$ cat config.mk
export PLATFORM = sky130hd
export DESIGN_NAME = seq_restoring_divider
export DESIGN_NICKNAME = d
export VERILOG_FILES = /design/src/rtl/seq_div_pkg.sv /design/src/rtl/sub_borrow_unit.sv /design/src/rtl/seq_restoring_divider.sv
export SDC_FILE = /design/constraint.sdc
export NUM_CORES = 1
export LEC_CHECK = 0
export BUFFER_PORTS_ARGS = -buffer_cell sky130_fd_sc_hd__buf_2
export CAP_MARGIN = 25
export CORE_UTILIZATION = 39
export CTS_CLUSTER_SIZE = 16
export DETAILED_ROUTE_END_ITERATION = 12
export GPL_TIMING_DRIVEN = 0
export HOLD_SLACK_MARGIN = 0.06
export PLACE_DENSITY_LB_ADDON = 0.08
export SETUP_SLACK_MARGIN = 0.2
export SKIP_CTS_REPAIR_TIMING = 1
export SLEW_MARGIN = 20
export SYNTH_ARGS = -nofsm -noshare
export SYNTH_HDL_FRONTEND = slang
export SYNTH_HIERARCHICAL = 1
export SYNTH_SLANG_ARGS = --single-unit
export TNS_END_PERCENT = 50
$ cat constraint.sdc
create_clock -name clk -period 5.77 [get_ports clk]
set_clock_uncertainty 0.05 [all_clocks]
set_input_delay 1.154 -clock clk [delete_from_list [all_inputs] [get_ports clk]]
set_output_delay 1.154 -clock clk [all_outputs]
set_load 0.1 [all_outputs]
$ cat src/rtl/seq_div_pkg.sv
// seq_div_pkg: state encoding and counter sizing shared by the sequential divider
package seq_div_pkg;
  typedef enum logic [1:0] {
    S_IDLE = 2'd0,
    S_CALC = 2'd1,
    S_DONE = 2'd2
  } state_t;
  function automatic int cnt_w(input int width);
    return $clog2(width + 1);
  endfunction
endpackage

$ cat src/rtl/sub_borrow_unit.sv
// sub_borrow_unit: combinational ripple-borrow subtractor a-b
module sub_borrow_unit #(
  parameter int N = 5
) (
  input  logic [N-1:0] a,
  input  logic [N-1:0] b,
  output logic [N-1:0] diff,
  output logic         bout
);
  logic [N:0] br;
  assign br[0] = 1'b0;
  for (genvar i = 0; i < N; i++) begin : g_bit
    assign diff[i]  = a[i] ^ b[i] ^ br[i];
    assign br[i+1] = (~a[i] & b[i]) | (~(a[i] ^ b[i]) & br[i]);
  end
  assign bout = br[N];
endmodule

$ cat src/rtl/seq_restoring_divider.sv
// seq_restoring_divider: unsigned restoring divider, one trial subtraction per clock
// Optional macro SEQ_DIV_ZERO_DETECT_EN short-circuits a zero divisor straight to DONE.
import seq_div_pkg::*;

module seq_restoring_divider #(
  parameter int WIDTH = 4
) (
  input  logic             clk,
  input  logic             rst,
  input  logic             start,
  input  logic [WIDTH-1:0] dividend,
  input  logic [WIDTH-1:0] divisor,
  output logic             ready,
  output logic             busy,
  output logic             done,
  output logic [WIDTH-1:0] quotient,
  output logic [WIDTH-1:0] remainder,
  output logic             div_zero
);
  localparam int CW = cnt_w(WIDTH);
  state_t state, state_n;
  logic [WIDTH-1:0] p, q, d, q_n, p_n;
  logic [WIDTH:0] s, t;
  logic [CW-1:0] cnt;
  logic bout, restore, accept, last, dz;
  // P's top bit is always zero between iterations, so only the low WIDTH bits are stored
  assign s = {p, q[WIDTH-1]};
  sub_borrow_unit #(.N(WIDTH + 1)) u_sub (
    .a   (s),
    .b   ({1'b0, d}),
    .diff(t),
    .bout(bout)
  );
  assign restore = bout | t[WIDTH];
  assign p_n     = restore ? s[WIDTH-1:0] : t[WIDTH-1:0];
  assign q_n     = {q[WIDTH-2:0], ~restore};
  assign accept  = start & (state == S_IDLE);
  assign last    = cnt == CW'(1);
`ifdef SEQ_DIV_ZERO_DETECT_EN
  assign dz = divisor == '0;
`else
  assign dz = 1'b0;
`endif
  always_comb begin
    state_n = state == S_IDLE ? (start ? (dz ? S_DONE : S_CALC) : S_IDLE) :
              state == S_CALC ? (last ? S_DONE : S_CALC) : S_IDLE;
  end
  assign ready = state == S_IDLE;
  assign busy  = state == S_CALC;
  assign done  = state == S_DONE;
  always_ff @(posedge clk or posedge rst) begin
    if (rst) begin
      state     <= S_IDLE;
      p         <= '0;
      q         <= '0;
      d         <= '0;
      cnt       <= '0;
      quotient  <= '0;
      remainder <= '0;
      div_zero  <= 1'b0;
    end else begin
      state <= state_n;
      if (accept) begin
        p        <= '0;
        q        <= dividend;
        d        <= divisor;
        cnt      <= CW'(WIDTH);
        div_zero <= dz;
        if (dz) begin
          quotient  <= '1;
          remainder <= dividend;
        end
      end else if (state == S_CALC) begin
        p   <= p_n;
        q   <= q_n;
        cnt <= cnt - 1'b1;
        if (last) begin
          quotient  <= q_n;
          remainder <= p_n;
        end
      end
    end
  end
endmodule
---- After elaboration in Yosys (flattened, before gate mapping) ----
Cells that the tools add are included.
operators by class
  $add $sub $neg .......................... 1
  equality and inequality tests ........... 3
  muxes and demuxes ....................... 11
  bitwise logic cells ..................... 31
  reductions and logical operators ........ 3
operators by type and width
  cell                 number
  $mux 4               5
  $not 1->1            10
  $and 1x1->1          9
  $xor 1x1->1          8
  $mux 2               3
  $mux 3               2
  $or 1x1->1           4
  $eq 3x1->1 const B   1
  $reduce_and 3->1     1
  $sub 3x1->3 const B  1
  $eq 2x1->1 const B   1
  $eq 2x2->1 const B   1
  $logic_not 2->1      1
  $reduce_bool 2->1    1
  $mux 1               1
word-level totals
  bits in registers ....................... 25
  input port bits ......................... 11
  output and inout port bits .............. 12
  logic and storage cells ................. 56

---- Depth between registers and ports, before layout ----
  depth in word-level cells ............... 13
  mapped depth ............................ 13
  gate-level depth less buffers ........... 13

---- By module ----
The synthesis kept the hierarchy.
modules (own cells, without submodules)
  module                 instances  cells an instance  area each (um^2)  sequential area each (um^2)
  seq_restoring_divider  1          105                1,103.6           625.6
  sub_borrow_unit        1          17                 137.6             0.0

---- Worst setup path after synthesis ----
OpenSTA, ideal clock, no wires.
  path type ............................... register to output
  start point ............................. register state[0]
  end point ............................... output ready
  arrival time ............................ 1.675 ns
  data required time ...................... 4.566 ns
  path slack .............................. 2.891 ns
  cell stages (with the launch flop) ...... 2
  path buffers ............................ 0
  cell sequence ........................... dfrtp_1 nor2_1
between the ends
  cells in the longest elaborated chain, start to end .. 1
RTL lines
  what                    line                         source
  start, declared         seq_restoring_divider.sv:21  state_t state, state_n;
  start signal, assigned  seq_restoring_divider.sv:62  state <= state_n;
  $logic_not 2->1         seq_restoring_divider.sv:48  assign ready = state == S_IDLE;
  end, declared           seq_restoring_divider.sv:13  output logic ready,
Every way passes these cells.

---- Final worst setup path ----
  start point ............................. register q[3]
  end point ............................... register p[3]
between the ends
  cells in the longest elaborated chain, start to end .. 13
  elaborated cells on any way between the ends .. 15
  classes of those cells .................. 3 x mux; 12 x bitwise
RTL lines
  what                       line                         source
  start, declared            seq_restoring_divider.sv:22  logic [WIDTH-1:0] p, q, d, q_n, p_n;
  start signal, assigned     seq_restoring_divider.sv:65  q <= dividend;
  start signal, assigned     seq_restoring_divider.sv:75  q <= q_n;
  $not 1->1                  sub_borrow_unit.sv:14        assign br[i+1] = (~a[i] & b[i]) | (~(a[i] ^ b[i]) & br[i]);
  $and 1x1->1 (2 in series)  sub_borrow_unit.sv:14
  $or 1x1->1                 sub_borrow_unit.sv:14
  $and 1x1->1                sub_borrow_unit.sv:14
  $or 1x1->1                 sub_borrow_unit.sv:14
  $and 1x1->1                sub_borrow_unit.sv:14
  $or 1x1->1                 sub_borrow_unit.sv:14
  $xor 1x1->1                sub_borrow_unit.sv:13        assign diff[i] = a[i] ^ b[i] ^ br[i];
  via t[4]                   seq_restoring_divider.sv:23  logic [WIDTH:0] s, t;
  $or 1x1->1                 seq_restoring_divider.sv:34  assign restore = bout | t[WIDTH];
  $mux 4                     seq_restoring_divider.sv:35  assign p_n = restore ? s[WIDTH-1:0] : t[WIDTH-1:0];
  $mux 4                     seq_restoring_divider.sv:73  end else if (state == S_CALC) begin
  $mux 4                     seq_restoring_divider.sv:63  if (accept) begin
  end signal, assigned       seq_restoring_divider.sv:74  p <= p_n;
  end, declared              seq_restoring_divider.sv:22
The timed path passes the listed nets, and every way through them passes these cells. The select of a mux whose other input is x is not followed.
A chain may end at the register's enable or synchronous reset.

==> metrics.log <==
INFO  metric status = finished, final reports clean
INFO  metric synth_flop_cell = sky130_fd_sc_hd__dfrtp_1
INFO  metric cp_max_delay_cell = sky130_fd_sc_hd__fa_1
INFO  metric synth.yosys.seq_area_share = between 50% and 60%
INFO  metric antenna_cells_inserted = 0
INFO  metric drt.antenna.violating_nets = 0
INFO  metric synth_most_common_cell = sky130_fd_sc_hd__dfrtp_1
INFO  metric die_area = roughly 3400 µm²
INFO  metric first_global_vias = ~900
INFO  metric tritoncts = yes
INFO  metric synth.cell_area = between 1000 and 1500 µm²
INFO  metric grt_antenna_before_repair = 0
INFO  metric design.portCount = 23
INFO  metric critical_path_peak_fanout = 6
INFO  metric period_needed = around 3 ns
INFO  metric top_cell_type_s_share_of_synthesized_area = between 50% and 60%
INFO  metric grt.total_usage = between 15 and 20%
INFO  metric max_slew_margin = about 44%
INFO  metric maxSlewViolCount = 0
INFO  metric fin_crit_sh = approximately 53%
INFO  metric synth_area_per_cell = 10.2 µm²
INFO  metric cp-startpoint = q[3]$_DFFE_PP0P_
INFO  metric path_clk_slew = 0.14 ns
INFO  metric rr_endpoint = p[3]$_DFFE_PP0P_
INFO  metric timing.fmax = around 330 MHz
INFO  metric fp.coreArea = between 3000 and 4000 µm²
INFO  metric setup_total_negative_slack = 0 ns
INFO  metric synth_top_cells_by_count = sky130_fd_sc_hd__dfrtp_1, sky130_fd_sc_hd__nand2_1, sky130_fd_sc_hd__inv_1, sky130_fd_sc_hd__nor2_1, sky130_fd_sc_hd__o21ai_0
INFO  metric finalSetupViolations = 0
INFO  metric crit_path_cell_trace = inv_1 -> ha_1 -> inv_1 -> fa_1 -> inv_1 -> fa_1 -> fa_1 -> inv_1 -> fa_1 -> nor2_2 -> mux2i_1 -> o21ai_0
INFO  metric critPathArrivalTime = 3.22 ns
INFO  metric design.final.nets = approximately 170
INFO  metric fillCellCount = between 200 and 300
INFO  metric worstHoldStart = d[1]$_DFFE_PP0P_
INFO  metric clockRootBuffer = sky130_fd_sc_hd__clkbuf_4
INFO  metric area.sequential = between 600 and 700 µm²
INFO  metric multiInputGateArea = ~500 µm²
INFO  metric cts_max_path_buffers = 2
INFO  metric post-place-cells = between 150 and 200
INFO  metric post_layout_nonfiller_instances = 193
INFO  metric drc_errors = 0
INFO  metric setup.worst_path.end = p[3]$_DFFE_PP0P_
INFO  metric critPathMaxStageDelay = between 0.4 and 0.5 ns
INFO  metric area.growth.synth_to_final = 17.5%
INFO  metric first_pass_iters = 4
INFO  metric critPathCaptureType = flip-flop
INFO  metric edff_count_synth = 0
INFO  metric critical_path_class = flip-flop to flip-flop
INFO  metric cts.sinks = 25
INFO  metric worst_pin_slew = between 0.8 and 0.9 ns
INFO  metric vias_per_cell = around 4.5
INFO  metric postLayoutCoreUtil = between 40% and 50%
INFO  metric grt_setup_unrepaired = false
INFO  metric htree_num_levels = 1
INFO  metric timing.reg2reg.setup_slack = between 2 and 3 ns
INFO  metric post_synth_main_area_contributors = sky130_fd_sc_hd__dfrtp_1, sky130_fd_sc_hd__fa_1, sky130_fd_sc_hd__nand2_1
INFO  metric grt_first_pass_wirelength = 4040 µm
INFO  metric gp_congestion = roughly 0.70
INFO  metric grt_max_degree = 26
INFO  metric setup.worst_path.start_class = flip-flop
INFO  metric cts_buffers = 3
INFO  metric insertion_delay = about 0.32 ns
INFO  metric timing.critical_path.required = 5.94 ns
INFO  metric initialDrtViolationCount = 23
INFO  metric finalHoldViolations = 0
INFO  metric die_span_y = ~58 µm
INFO  metric synth_cell_types = 27
INFO  metric floorplan.die.width = 58.4 µm
INFO  metric num_vias = slightly below 900
INFO  metric hpwl = ~1700 µm
INFO  metric routedWlPerCell = roughly 12 µm
INFO  metric cap_violations = 0
INFO  metric worst_r2r_path_depth = 12
INFO  metric yosys_warnings = 6
INFO  metric buffer_ports.inserted = 21
INFO  metric drive_above_1_share = between 20% and 30%
INFO  metric yosysTopAreaCell = sky130_fd_sc_hd__dfrtp_1
INFO  metric routed_wirelength = between 2000 and 2500 µm
INFO  metric syn-instance-count = roughly 120
INFO  metric grt.overflow.total = 0
INFO  metric r2r-start = q[3]$_DFFE_PP0P_
INFO  metric timing.hold.worst.class = flip-flop to flip-flop
INFO  metric synth_seq_cells = 25
INFO  metric placementRows = 20
INFO  metric floorplan.initialDensity = just over 40%
INFO  metric async_flop_share = 100%
## worst min path at each step
| stage | endpoint | slack (ns) | depth (start not counted) |
|---|---|---|---|
| CTS | d[0]$_DFFE_PP0P_ | 0.46 | 2 |
| global route | quotient[2]$_DFFE_PP0P_ | 0.49 | 1 |
| floorplan | d[1]$_DFFE_PP0P_ | 0.39 | 2 |
| detailed placement | d[0]$_DFFE_PP0P_ | 0.43 | 2 |
| global placement | d[1]$_DFFE_PP0P_ | 0.41 | 2 |
| finish | d[1]$_DFFE_PP0P_ | 0.45 | 2 |
## critical path, delay by kind of cell, from the launching register on
kind / cells / cell delay [ns]
buffers and inverters: 4 / 0.24
AND/OR/NAND/NOR: 1 / 0.35
multiplexers: 1 / 0.28
adder cells (fa/ha/maj): 5 / 1.54
AO/OA/AOI/OAI: 1 / 0.11
flip-flops: 1 / 0.39
## cell families after synthesis
family | Yosys count | share of synthesized area [%]
AOI/OAI and AO/OA | 17 | 7.36
adders and majority gates | 7 | 9.48
buffers and inverters | 22 | 9.27
DFF | 25 | 50.4
muxes | 8 | 6.85
other | 1 | 0.302
and+or+nand+nor | 42 | 16.3
## cells in the final DEF, fill, tap and decap left out
| master | count |
|---|---|
| sky130_fd_sc_hd__and3_1 | 1 |
| sky130_fd_sc_hd__dfrtp_1 | 25 |
| sky130_fd_sc_hd__inv_1 | 15 |
| sky130_fd_sc_hd__fa_1 | 4 |
| sky130_fd_sc_hd__nor2_2 | 1 |
| sky130_fd_sc_hd__clkbuf_4 | 3 |
| sky130_fd_sc_hd__mux2_2 | 4 |
| sky130_fd_sc_hd__or3b_1 | 1 |
| sky130_fd_sc_hd__a21oi_1 | 5 |
| sky130_fd_sc_hd__ha_1 | 3 |
| sky130_fd_sc_hd__buf_4 | 1 |
| sky130_fd_sc_hd__inv_2 | 1 |
| sky130_fd_sc_hd__nor2b_1 | 1 |
| sky130_fd_sc_hd__nand2_1 | 19 |
| sky130_fd_sc_hd__buf_6 | 2 |
| sky130_fd_sc_hd__nand2b_1 | 1 |
| sky130_fd_sc_hd__nand3_1 | 7 |
| sky130_fd_sc_hd__a22oi_1 | 1 |
| sky130_fd_sc_hd__mux2i_1 | 4 |
| sky130_fd_sc_hd__buf_2 | 23 |
| sky130_fd_sc_hd__buf_8 | 1 |
| sky130_fd_sc_hd__nor2_1 | 8 |
| sky130_fd_sc_hd__clkbuf_1 | 1 |
| sky130_fd_sc_hd__o21ai_0 | 8 |
| sky130_fd_sc_hd__nor3b_1 | 1 |
| sky130_fd_sc_hd__and2b_2 | 1 |
| sky130_fd_sc_hd__conb_1 | 2 |
| sky130_fd_sc_hd__and4bb_4 | 1 |
| sky130_fd_sc_hd__a31oi_1 | 3 |
| sky130_fd_sc_hd__buf_16 | 1 |
## cell type report
cell class                 count  share of cell area [%]
buffer                         6                    3.77
clock buffer                   4                    1.80
inverter                      16                    4.12
multi-input combinational     76                    34.6
sequential                    25                    42.9
tap                           44                    3.77
timing repair buffer          22                    9.09
## registers in the layout (all words and copies together), names as in the netlist
| name | flops |
|---|---|
| cnt | 3 |
| d | 4 |
| p | 4 |
| q | 4 |
| quotient | 4 |
| remainder | 4 |
| state | 2 |
## metal layers
| layer | vias up | global-route usage, % | part of all wire, % |
|---|---|---|---|
| li1 | 443 | - | - |
| met1 | 421 | 23.1 | 52 |
| met2 | 11 | 23.8 | 45 |
| met3 | 2 | 1.98 | 2.3 |
| met4 | 0 | 7.82 | 0.72 |
| met5 | - | 0 | 0 |
## through the flow
stage	instance area, µm²	setup slack [ns]	hold slack, ns
2_1_floorplan	1240	2.89	0.394
4_1_cts	1430	2.69	0.461
3_5_place_dp	1410	2.74	0.426
5_1_grt	1460	2.49	0.492
3_3_place_gp	1410	2.75	0.414
6_report	1460	2.72	0.453
Power is not shown: default switching activity piles up to over one toggle a cycle in this logic, so the estimate is an artifact.
